<file path="config.mk">
export PLATFORM = sky130hd
export DESIGN_NAME = seq_mul
export DESIGN_NICKNAME = d
export VERILOG_FILES = /design/src/rtl/mul_pkg.sv /design/src/rtl/cla.sv /design/src/rtl/seq_mul.sv
export SDC_FILE = /design/constraint.sdc
export NUM_CORES = 1
export LEC_CHECK = 0
export CELL_PAD_IN_SITES_DETAIL_PLACEMENT = 0
export CELL_PAD_IN_SITES_GLOBAL_PLACEMENT = 1
export CORE_ASPECT_RATIO = 0.6
export CORE_UTILIZATION = 40
export DETAILED_ROUTE_END_ITERATION = 6
export PLACE_DENSITY = 0.75
export SYNTH_ARGS = -nofsm -noshare
export SYNTH_HDL_FRONTEND = slang
export SYNTH_SLANG_ARGS = --single-unit
</file>
<file path="constraint.sdc">
create_clock -name i_clk -period 10.14 [get_ports i_clk]
set_input_delay 2.028 -clock i_clk [delete_from_list [all_inputs] [get_ports i_clk]]
set_output_delay 2.028 -clock i_clk [all_outputs]
set_load 0.02 [all_outputs]
</file>
<file path="src/rtl/mul_pkg.sv">
// rtl/mul_pkg.sv - shared types and constants for the iterative multiplier
package mul_pkg;

    localparam int XLEN     = 32;
    localparam int MUL_ITER = 32;

    typedef enum logic [1:0] {
        OP_MUL    = 2'b00,
        OP_MULH   = 2'b01,
        OP_MULHSU = 2'b10,
        OP_MULHU  = 2'b11
    } mul_op_e;

    typedef enum logic [1:0] {
        ST_IDLE = 2'b00,
        ST_CALC = 2'b01,
        ST_SIGN = 2'b10,
        ST_DONE = 2'b11
    } mul_state_e;

    function automatic logic [XLEN-1:0] twos_neg(input logic [XLEN-1:0] x);
        return ~x + {{(XLEN-1){1'b0}}, 1'b1};
    endfunction

endpackage

</file>
<file path="src/rtl/cla.sv">
// rtl/cla.sv - 32-bit carry-lookahead adder, 4-bit lookahead groups
module cla
    import mul_pkg::*;
(
    input  logic [XLEN-1:0] i_a,
    input  logic [XLEN-1:0] i_b,
    input  logic            i_cin,
    output logic [XLEN-1:0] o_sum,
    output logic            o_carry
);

    localparam int GROUPS = XLEN / 4;

    logic [XLEN-1:0]   gen;
    logic [XLEN-1:0]   prop;
    logic [XLEN-1:0]   c_bit;
    logic [GROUPS-1:0] grp_g;
    logic [GROUPS-1:0] grp_p;

    assign gen  = i_a & i_b;
    assign prop = i_a ^ i_b;

    always_comb begin
        grp_g = '0;
        grp_p = '0;
        for (int i = 0; i < GROUPS; i++) begin
            grp_g[i] = gen[4*i+3]
                     | (prop[4*i+3] & gen[4*i+2])
                     | (prop[4*i+3] & prop[4*i+2] & gen[4*i+1])
                     | (prop[4*i+3] & prop[4*i+2] & prop[4*i+1] & gen[4*i]);
            grp_p[i] = &prop[4*i +: 4];
        end
    end

    // Group carry ripples across groups; bit carries inside a group are flat lookahead terms.
    always_comb begin
        logic cy;
        cy    = i_cin;
        c_bit = '0;
        for (int i = 0; i < GROUPS; i++) begin
            c_bit[4*i]   = cy;
            c_bit[4*i+1] = gen[4*i] | (prop[4*i] & cy);
            c_bit[4*i+2] = gen[4*i+1]
                         | (prop[4*i+1] & gen[4*i])
                         | (prop[4*i+1] & prop[4*i] & cy);
            c_bit[4*i+3] = gen[4*i+2]
                         | (prop[4*i+2] & gen[4*i+1])
                         | (prop[4*i+2] & prop[4*i+1] & gen[4*i])
                         | (prop[4*i+2] & prop[4*i+1] & prop[4*i] & cy);
            cy = grp_g[i] | (grp_p[i] & cy);
        end
        o_carry = cy;
    end

    assign o_sum = prop ^ c_bit;

endmodule

</file>
<file path="src/rtl/seq_mul.sv">
// rtl/seq_mul.sv - radix-2 shift-and-add multiplier for RV32M MUL/MULH/MULHSU/MULHU
module seq_mul
    import mul_pkg::*;
(
    input  logic            i_clk,
    input  logic            i_rst,
    input  logic            i_start,
    input  logic [1:0]      i_op,
    input  logic [XLEN-1:0] i_data_a,
    input  logic [XLEN-1:0] i_data_b,
    output logic            o_ready,
    output logic            o_done,
    output logic [XLEN-1:0] o_result
);

    mul_state_e        state;
    mul_op_e           op_q;
    logic [XLEN-1:0]   m_q;
    logic [2*XLEN-1:0] p_q;
    logic [4:0]        cnt_q;
    logic              neg_q;

    logic              a_neg;
    logic              b_neg;
    logic [XLEN-1:0]   a_mag;
    logic [XLEN-1:0]   b_mag;
    logic [XLEN-1:0]   add_sum;
    logic              add_carry;
    logic [2*XLEN-1:0] p_final;

    always_comb begin
        a_neg = 1'b0;
        b_neg = 1'b0;
        case (mul_op_e'(i_op))
            OP_MULH: begin
                a_neg = i_data_a[XLEN-1];
                b_neg = i_data_b[XLEN-1];
            end
            OP_MULHSU: a_neg = i_data_a[XLEN-1];
            default: ;
        endcase
        a_mag = a_neg ? twos_neg(i_data_a) : i_data_a;
        b_mag = b_neg ? twos_neg(i_data_b) : i_data_b;
    end

    cla u_cla (
        .i_a     (p_q[2*XLEN-1:XLEN]),
        .i_b     (m_q),
        .i_cin   (1'b0),
        .o_sum   (add_sum),
        .o_carry (add_carry)
    );

    // The result register is loaded from the corrected product in the same edge as P.
    assign p_final = neg_q ? (~p_q + 64'd1) : p_q;

    always_ff @(posedge i_clk) begin
        if (i_rst) begin
            state    <= ST_IDLE;
            op_q     <= OP_MUL;
            m_q      <= '0;
            p_q      <= '0;
            cnt_q    <= '0;
            neg_q    <= 1'b0;
            o_ready  <= 1'b1;
            o_done   <= 1'b0;
            o_result <= '0;
        end else begin
            case (state)
                ST_IDLE: begin
                    o_done <= 1'b0;
                    if (i_start) begin
                        op_q    <= mul_op_e'(i_op);
                        m_q     <= a_mag;
                        p_q     <= {{XLEN{1'b0}}, b_mag};
                        neg_q   <= a_neg ^ b_neg;
                        cnt_q   <= '0;
                        o_ready <= 1'b0;
                        state   <= ST_CALC;
                    end
                end
                ST_CALC: begin
                    if (p_q[0]) begin
                        p_q <= {add_carry, add_sum, p_q[XLEN-1:1]};
                    end else begin
                        p_q <= {1'b0, p_q[2*XLEN-1:1]};
                    end
                    cnt_q <= cnt_q + 5'd1;
                    if (cnt_q == 5'(MUL_ITER - 1)) begin
                        state <= ST_SIGN;
                    end
                end
                ST_SIGN: begin
                    p_q      <= p_final;
                    o_result <= (op_q == OP_MUL) ? p_final[XLEN-1:0]
                                                 : p_final[2*XLEN-1:XLEN];
                    o_done   <= 1'b1;
                    state    <= ST_DONE;
                end
                ST_DONE: begin
                    o_done  <= 1'b0;
                    o_ready <= 1'b1;
                    state   <= ST_IDLE;
                end
                default: begin
                    o_done  <= 1'b0;
                    o_ready <= 1'b1;
                    state   <= ST_IDLE;
                end
            endcase
        end
    end

endmodule

</file>
==> results.yml <==
setup_path:
  critical_path_required_ns: 10.48
  setup.reg_to_reg.worst_slack_ns: 6.02
  type_of_destination_of_the_critical_path: "flop"
  worstReg2RegEnd: "o_result[27]"
  critPathArrivalTime_ns: 5.65
  worstSetupStartpointType: "input pin"
  worst-path-max-fanout: 6
  worst_r2r_startpoint: "p_q[10]"
  setup.worst_path.end: "p_q[27]"
  r2r_cells: 7
  critical_path.startpoint: "i_data_b[7]"
  critPathKind: "input pin to flop"
sta:
  finClkSkew_ns: 0.00758
  minimum_clock_period_after_layout_ns: 5.31
  setup_viol: 0
  setup-tns-final_ns: 0
  fmaxAchievable_mhz: 188
  hold_violations: 0
  final_max_slew_viol_count: 0
  worst_pin_slew_ns: 1.17
  relSlewSlack_pct: 21.1
  final.period_utilization_pct: 52.4
  unrepaired_setup_endpoints_after_global_routing: "false"
  finalHoldWorstSlack_ns: 0.450
global_route:
  number_of_antenna_violations_at_the_first_check_in_global_routing: 1
  grt_first_pass_wirelength_mm: 58.4
  grt_max_degree: 72
  grt_usage_pct: 28.3
  first_global_vias: 9752
  gr-total-overflow: 0
synthesis:
  syn-instance-count: 1352
  synth_area_um2: 10600
  ys_async_sr_fraction_pct: 0
  yosys_most_used_dff: "sky130_fd_sc_hd__dfxtp_1"
  yosysWarningCount: 0
  synth_nets: 1472
  postSynthRegisterBits: 140
  synth-edff-count: 0
  synth.lib_cells_used.distinct: 75
  ys_seq_area_share_pct: 26.5
  avgSynthCellArea_um2: 7.82
routing:
  wl_on_met1_mm: 19.1
  route.detailed.wl_per_inst_um: 21.5
  route.vias.total: 10800
  drcViolationCount: 2
  drt_wl_total_mm: 37.9
  wl_met2_mm: 14.3
  met3WireLength_mm: 3.91
  postRouteAntennaNets: 0
  first_iter_violations: 1195
  top_signal_layer_used: "met5"
  detail_route.vias_per_cell: 6.13
  drt-pass1-iter-count: 7
clocking:
  cts-buffers-inserted: 17
  clk_latency_ns: 0.45
  post-cts-setup-buffer-count: 0
  clock-root-buffer: "sky130_fd_sc_hd__clkbuf_16"
  cts_hold_repair.buffers: 0
  clock_path_buffers: 2
  htreeDepth: 4
  cts_resized: 0
  tritoncts: "done"
  clk_transition_reported_paths_ns: 0.06
  cts_sinks: 140
run:
  cap_viol_max_count: 0
worst_hold_path:
  worstHoldPathType: "flop to flop"
  min-delay-start: "o_result[0]"
final_layout:
  n_antenna_cell: 0
  final_layout_size_suffix_gt1_share_pct: 5.67
  flow.area_growth_from_synthesis_pct: 17.4
  final_cell_count_no_fill: 1762
  fillerInstances: 2591
  num-nets-final: 1517
power_and_ir_drop:
  power.leakage_nw: 4.62
  power_density_nw_per_um2: 258
  vdd_drop_max_v: 0.000197
place:
  dp_hpwl_mm: 28.8
  place.gp.congestion: 0.924
  placedCellCount: 1730
  place.port_buffers: 102
floorplanning:
  top_level_ports: 103
  placeableCoreArea_um2: 25600
  fp.dieArea_um2: 27100
  standard_cell_row_count: 45
  die_width_um: 212
  start_util_pct: 41.3
  fp.dieH_um: 128
outcome:
  violations: "design-rule violations"
  outcome: "complete, but fails checks"
==> synthesized netlist by cell type (18+ instances only) <==
master	n	area, µm²
sky130_fd_sc_hd__a211oi_1	24	180
sky130_fd_sc_hd__a21o_1	19	143
sky130_fd_sc_hd__a21oi_1	105	526
sky130_fd_sc_hd__a221oi_1	22	193
sky130_fd_sc_hd__clkbuf_1	82	308
sky130_fd_sc_hd__dfxtp_1	140	2800
sky130_fd_sc_hd__ha_1	43	538
sky130_fd_sc_hd__inv_1	24	90.1
sky130_fd_sc_hd__nand2_1	125	469
sky130_fd_sc_hd__nand3_1	18	90.1
sky130_fd_sc_hd__nor2_1	134	503
sky130_fd_sc_hd__nor3_1	25	125
sky130_fd_sc_hd__nor4_1	20	125
sky130_fd_sc_hd__o21ai_0	88	440
sky130_fd_sc_hd__o31ai_1	27	203
sky130_fd_sc_hd__o41ai_1	20	175
sky130_fd_sc_hd__or3_1	23	144
sky130_fd_sc_hd__or4_1	20	150
sky130_fd_sc_hd__xnor2_1	77	674
sky130_fd_sc_hd__xor2_1	52	455
==> per-stage QoR <==
step	setup slack [ns]	power, mW	util [%]	cell area [µm²]
after floorplan	5.87	1.93	-	10600
after global placement	4.71	2.48	46.1	11800
after detailed placement	4.53	2.49	46.1	11800
after CTS	5.00	3.16	48.4	12400
after global routing	4.68	3.37	48.4	12400
final	4.83	3.20	48.4	12400
==> cell families (layout without fill, tap and decap cells) <==
| kind of cell | count (synthesis) | in the layout | synth area share [%] |
|---|---|---|---|
| xor gates and xnor gates | 129 | 129 | 10.7 |
| adders and majority gates | 51 | 51 | 6.60 |
| DFF | 140 | 140 | 26.5 |
| and+or+nand+nor | 430 | 430 | 19.3 |
| AOI/OAI and AO/OA | 466 | 466 | 30.8 |
| buffers and inverters | 121 | 179 | 4.51 |
| muxes | 15 | 15 | 1.51 |
==> cells in the final DEF (no fill, tap or decap), drive strengths merged, types with 19 or more instances in the layout <==
cell / instances
a21oi: 105
nor4: 20
a221oi: 22
nand2: 125
buf: 20
or4: 22
clkbuf: 26
xor2: 52
o41ai: 25
nor3: 25
xnor2: 77
a21o: 19
clkdlybuf4s50: 101
nor2: 134
o21ai: 99
ha: 43
o31ai: 30
or3: 23
inv: 25
dfxtp: 140
a211oi: 24
==> state kept, by name, indices dropped and copies added (netlist names) <==
register and count:
cnt_q 5, m_q 32, neg_q 1, o_done 1, o_ready 1, o_result 32
op_q 2, p_q 64, state 2
==> worst min-delay path by stage <==
stage	endpoint	cells after the start	slack, ns
after detailed placement	o_result[0]	1	0.44
after global routing	op_q[1]	2	0.48
final	o_result[0]	1	0.45
after CTS	o_result[0]	1	0.45
after global placement	o_result[0]	1	0.44
after floorplan	m_q[18]	2	0.44
==> final cells by class <==
cell class	count	area, µm²	share of cell area (%)
tap	352	440	3.55
clock buffer	26	499	4.02
sequential	140	2800	22.6
clock inverter	6	108	0.867
timing repair buffer	121	1160	9.34
inverter	26	97.6	0.787
multi-input combinational	1091	7300	58.8
==> routing by layer <==
layer / up-vias / GRT usage [%]
li1: 5170 / -
met1: 5175 / 44.2
met2: 416 / 36.8
met3: 31 / 7.96
met4: 2 / 7.12
met5: - / 0
==> report_power, final <==
group | internal (mW) | switching (mW)
Sequential | 0.687 | 0.172
Combinational | 0.570 | 1.11
Clock | 0.412 | 0.252
Total | 1.67 | 1.53
==> critical path: stages <==
cell	delay, ns
sky130_fd_sc_hd__clkdlybuf4s50_1	0.48
sky130_fd_sc_hd__or4_1	0.59
sky130_fd_sc_hd__nor4_1	0.91
sky130_fd_sc_hd__nand4_1	0.55
sky130_fd_sc_hd__o41ai_1	0.59
sky130_fd_sc_hd__xor2_1	0.21
sky130_fd_sc_hd__o221ai_1	0.13
sky130_fd_sc_hd__o211a_1	0.16
Power figures use the tool's default switching activity.
